$ cat src/rtl/flag_stuck_monitor.sv
// flag_stuck_monitor
//   Watches two 1-bit flag fields and declares a channel "stuck" once it
//   has presented STUCK_LIMIT identical consecutive samples. Each channel
//   also keeps a saturating count of how often its flag toggled.
//
//   Optional feature macro: FLAG_MON_TOGGLE_CNT_EN
//     defined   -> toggle counters are implemented
//     undefined -> no counter registers, toggle_cnt_a/b read as 0
//
//   Parameters
//     STUCK_LIMIT  identical samples that declare stuck (2..255)
//     CNT_W        toggle counter width (2..16)
//
//   Ports
//     clk            single clock, rising edge
//     rst            synchronous active-high reset
//     flag_a/flag_b  flag inputs, sampled every cycle
//     clear          one-cycle restart of monitoring (rst has priority)
//     stuck_a/b      high while the channel is in STUCK
//     stuck_pulse    one-cycle strobe when any channel enters STUCK
//     toggle_cnt_a/b saturating toggle counts
//
//   state    | meaning
//   ST_IDLE  | no valid sample yet, next edge captures the flag
//   ST_RUN   | tracking a run of identical samples
//   ST_STUCK | run length reached STUCK_LIMIT
module flag_stuck_monitor #(
    parameter int STUCK_LIMIT = 4,
    parameter int CNT_W       = 8
) (
    input  logic             clk,
    input  logic             rst,
    input  logic             flag_a,
    input  logic             flag_b,
    input  logic             clear,
    output logic             stuck_a,
    output logic             stuck_b,
    output logic             stuck_pulse,
    output logic [CNT_W-1:0] toggle_cnt_a,
    output logic [CNT_W-1:0] toggle_cnt_b
);

    localparam logic [1:0] ST_IDLE  = 2'd0;
    localparam logic [1:0] ST_RUN   = 2'd1;
    localparam logic [1:0] ST_STUCK = 2'd2;

    localparam logic [7:0] LIMIT   = 8'(STUCK_LIMIT);
    localparam logic [7:0] RUN_ONE = 8'd1;

    // Index 0 is channel A, index 1 is channel B.
    logic [1:0] flag_in;
    logic [1:0] state_q [2];
    logic [1:0] state_d [2];
    logic       prev_q  [2];
    logic       prev_d  [2];
    logic [7:0] run_q   [2];
    logic [7:0] run_d   [2];
    logic [1:0] tgl;
    logic       enter_stuck;
    logic       pulse_q;

    assign flag_in = {flag_b, flag_a};

    always_comb begin
        enter_stuck = 1'b0;
        tgl         = 2'b00;
        for (int i = 0; i < 2; i++) begin
            state_d[i] = state_q[i];
            prev_d[i]  = prev_q[i];
            run_d[i]   = run_q[i];
            case (state_q[i])
                ST_IDLE: begin
                    prev_d[i]  = flag_in[i];
                    run_d[i]   = RUN_ONE;
                    state_d[i] = ST_RUN;
                end
                ST_RUN: begin
                    if (flag_in[i] == prev_q[i]) begin
                        run_d[i] = run_q[i] + RUN_ONE;
                        if (run_q[i] + RUN_ONE == LIMIT) begin
                            state_d[i] = ST_STUCK;
                        end
                    end else begin
                        prev_d[i] = flag_in[i];
                        run_d[i]  = RUN_ONE;
                        tgl[i]    = 1'b1;
                    end
                end
                ST_STUCK: begin
                    // Run length is frozen at the limit while stuck.
                    if (flag_in[i] != prev_q[i]) begin
                        prev_d[i]  = flag_in[i];
                        run_d[i]   = RUN_ONE;
                        state_d[i] = ST_RUN;
                        tgl[i]     = 1'b1;
                    end
                end
                default: begin
                    prev_d[i]  = 1'b0;
                    run_d[i]   = 8'd0;
                    state_d[i] = ST_IDLE;
                end
            endcase
            if (state_d[i] == ST_STUCK && state_q[i] != ST_STUCK) begin
                enter_stuck = 1'b1;
            end
        end
    end

    always_ff @(posedge clk) begin
        if (rst) begin
            for (int i = 0; i < 2; i++) begin
                state_q[i] <= ST_IDLE;
                prev_q[i]  <= 1'b0;
                run_q[i]   <= 8'd0;
            end
            pulse_q <= 1'b0;
        end else if (clear) begin
            // The current flag becomes the first sample of a fresh run.
            for (int i = 0; i < 2; i++) begin
                state_q[i] <= ST_RUN;
                prev_q[i]  <= flag_in[i];
                run_q[i]   <= RUN_ONE;
            end
            pulse_q <= 1'b0;
        end else begin
            for (int i = 0; i < 2; i++) begin
                state_q[i] <= state_d[i];
                prev_q[i]  <= prev_d[i];
                run_q[i]   <= run_d[i];
            end
            pulse_q <= enter_stuck;
        end
    end

    assign stuck_a     = (state_q[0] == ST_STUCK);
    assign stuck_b     = (state_q[1] == ST_STUCK);
    assign stuck_pulse = pulse_q;

`ifdef FLAG_MON_TOGGLE_CNT_EN
    localparam logic [CNT_W-1:0] CNT_ONE = {{(CNT_W-1){1'b0}}, 1'b1};
    localparam logic [CNT_W-1:0] CNT_MAX = {CNT_W{1'b1}};

    logic [CNT_W-1:0] cnt_q [2];

    always_ff @(posedge clk) begin
        for (int i = 0; i < 2; i++) begin
            if (rst || clear) begin
                cnt_q[i] <= '0;
            end else if (tgl[i] && cnt_q[i] != CNT_MAX) begin
                cnt_q[i] <= cnt_q[i] + CNT_ONE;
            end
        end
    end

    assign toggle_cnt_a = cnt_q[0];
    assign toggle_cnt_b = cnt_q[1];
`else
    logic unused_tgl;

    assign unused_tgl   = ^tgl;
    assign toggle_cnt_a = '0;
    assign toggle_cnt_b = '0;
`endif

endmodule

$ cat config.mk
export PLATFORM = sky130hd
export DESIGN_NAME = flag_stuck_monitor
export DESIGN_NICKNAME = d
export VERILOG_FILES = /design/src/rtl/flag_stuck_monitor.sv
export SDC_FILE = /design/constraint.sdc
export NUM_CORES = 1
export LEC_CHECK = 0
export ABC_AREA = 1
export BUFFER_PORTS_ARGS = -buffer_cell sky130_fd_sc_hd__buf_4
export CORE_MARGIN = 4
export CORE_UTILIZATION = 45
export CTS_BUF_LIST = sky130_fd_sc_hd__clkbuf_16
export DETAILED_ROUTE_END_ITERATION = 6
export MAX_ROUTING_LAYER = met4
export PLACE_DENSITY = 0.68
export SETUP_SLACK_MARGIN = 0.5
export SLEW_MARGIN = 10
export SYNTH_ARGS = -nofsm -noshare
export SYNTH_HDL_FRONTEND = slang
export SYNTH_SLANG_ARGS = --single-unit
$ cat constraint.sdc
create_clock -name clk -period 2.2 [get_ports clk]
set_input_delay 0.66 -clock clk [delete_from_list [all_inputs] [get_ports clk]]
set_output_delay 0.66 -clock clk [all_outputs]
set_load 0.01 [all_outputs]
==> results.yml <==
status:
  status: "finished, final reports clean"
global_routing:
  antenna_found_initial: 0
  overflow: 0
  grt_usage: 0.132
  grt_max_degree: 14
  grt_first_pass_wirelength_um: 4280
  grt_pass1_vias: 1000
power:
  power.clock.fraction: 0.385
  power_frac_seq: 0.511
  power.switching_uw: 218
  swShare: 0.219
  ir_drop_v: 0.000456
  powerDensity_nw_per_um2: 564
  combPwrFrac: 0.104
  internal_power_uw: 779
  leakage_nw: 0.788
cts:
  cts.clk_slew.worst_paths_ps: 60
  cts.sinks: 23
  h-tree-depth: 1
  clkLatencyLatePin_ps: 250
  cts_root_buffer: "clkbuf_16"
  cts_hold_buf: 0
  cts_tree: "yes"
  clk_path_buf_depth: 2
  cts_buffers: 3
sta:
  rsz0062_at_grt: "true"
  fin_tns_setup_ps: 0
  setup_viol: 0
  hold_violations: 0
  finalCritPeriodShare: 0.750
  slew_violations: 0
  period_needed_ps: 1650
  max_freq_mhz: 606
  finalClockSkew_ps: 2.18
  whs_ps: 667
setup_path:
  arrival_ps: 990
  end_kind: "primary output"
  critPathKind: "register to primary output"
  cp-start-kind: "register"
  required_ps: 1540
  crit_path_max_fanout: 3
die:
  initial_core_util: 0.473
  io_pins: 24
  fp.dieArea_um2: 4180
  core_area_um2: 3050
  die_w_um: 64.6
  row_count: 20
  die_h_um: 64.6
layout:
  synthToLayoutAreaGrowth_pct: 22.5
  drive_above_1_share: 0.245
  nNetsFinal: 213
  num_antenna_cells: 0
detailed_routing:
  drt_iter0_drc: 31
  routed_wl_um: 2740
  drc: 0
  firstDrtPassIters: 4
  vias_per_cell: 4.45
  ant_nets: 0
  via_count: 1104
  wl_per_cell_um: 11.0
yosys:
  ys_warn_count: 0
  synthesis.area_um2: 1440
  syn_avg_cell_area_um2: 8.11
  yosysSeqAreaShare: 0.471
  synthArstFlopShare: 0
  synth-seq-cells: 23
  synth-edff-count: 22
  synthCells: 178
  synth_cell_types: 22
  synth_flop_cell: "edfxtp_1"
placed_design:
  port_buffers: 7
  gp_congestion: 0.880
  dp_hpwl_um: 1970
flow_run:
  drv_cap: 0
hold_path:
  hp-class: "register to register"
critical path: stages (launching register included):
cell and delay (ps):
edfxtp_1 420, inv_1 130, nor2_4 50, buf_4 140
cell usage in the layout, fill, tap and decap left out, drive strengths merged:
cell type,count
nand2,48
nor2,31
inv,24
edfxtp,22
conb,20
buf,20
nand3,8
o21ai,7
xor2,4
xnor2,3
a21oi,3
clkbuf,3
ha,3
nand4,2
or2,1
nor3,1
nor3b,1
nand3b,1
clkinv,1
dfxtp,1
logic make-up after synthesis:
kind of cell / count (synthesis) / share of synthesized area
AND/OR/NAND/NOR: 93 / 0.272
buffers and inverters: 40 / 0.146
flip-flops: 23 / 0.471
AO/OA/AOI/OAI: 10 / 0.0373
XOR/XNOR: 7 / 0.0425
adder cells (fa/ha/maj): 3 / 0.0260
other: 2 / 0.00520
worst paths after layout:
| kind | startpoint | to | slack [ps] | depth (start not counted) |
|---|---|---|---|---|
| worst max-delay path | state_q[0][1] | stuck_a | 550 | 3 |
| worst min register to register | state_q[0][3] | stuck_pulse | 670 | 3 |
| worst max register to register | run_q[0][0] | state_q[0][0] | 570 | 11 |
| worst min-delay path | state_q[0][3] | stuck_pulse | 670 | 3 |
per-layer routing:
metal  part of all wire  vias up  wire length, um  global-route usage
met5                  0        -                0                   -
met4             0.0091        0               25              0.0528
met3              0.035        4               96              0.0156
met2               0.50       26             1380               0.219
met1               0.45      497             1240               0.164
li1                   -      577                -                   -
per-stage QoR:
stage	util	cells	area, um^2	power [mW]	worst slack, ps
6_report	0.580	248	1770	0.997	549
5_1_grt	0.580	248	1770	1.04	420
4_1_cts	0.527	238	1610	0.985	502
3_5_place_dp	0.493	232	1510	0.595	298
3_3_place_gp	0.493	232	1510	0.592	361
2_1_floorplan	-	196	1510	0.591	546
sequential cells by signal, summed over array words and instances (netlist names):
signal       count
state_q          4
prev_q           2
stuck_pulse      1
run_q           16
layout make-up:
| cell class | instances | area (um^2) |
|---|---|---|
| tap | 44 | 55.1 |
| clock buffer | 3 | 75.1 |
| sequential | 23 | 681 |
| inverter | 24 | 90.1 |
| fill | 285 | 1280 |
| clock inverter | 1 | 5.00 |
| timing repair buffer | 20 | 158 |
| multi-input combinational | 133 | 706 |
power by group through the flow:
stage          combinational (mW)  clock (mW)  sequential, mW
2_1_floorplan              0.0768           0           0.515
3_3_place_gp               0.0740           0           0.518
3_5_place_dp               0.0756           0           0.519
4_1_cts                    0.0823       0.395           0.508
5_1_grt                     0.119       0.412           0.512
6_report                    0.104       0.384           0.510
cells in the mapped netlist (all sizes together) (3+ instances only):
| cell type | number | area share |
|---|---|---|
| nand2 | 48 | 0.13 |
| nor2 | 31 | 0.089 |
| inv | 24 | 0.062 |
| edfxtp | 22 | 0.46 |
| buf | 16 | 0.083 |
| nand3 | 8 | 0.028 |
| o21ai | 7 | 0.027 |
| xor2 | 4 | 0.024 |
| a21oi | 3 | 0.010 |
| ha | 3 | 0.026 |
| xnor2 | 3 | 0.018 |
repair_timing:
action / 4_1_cts / 5_1_grt
hold endpoints to repair: 0 / 0
cloned: 0 / 0
buffers inserted: 2 / 10
pin swaps: 0 / 13
setup endpoints to repair: 3 / 20
resized for setup: 2 / 23
No activity file was read; power rests on OpenSTA's default activity.
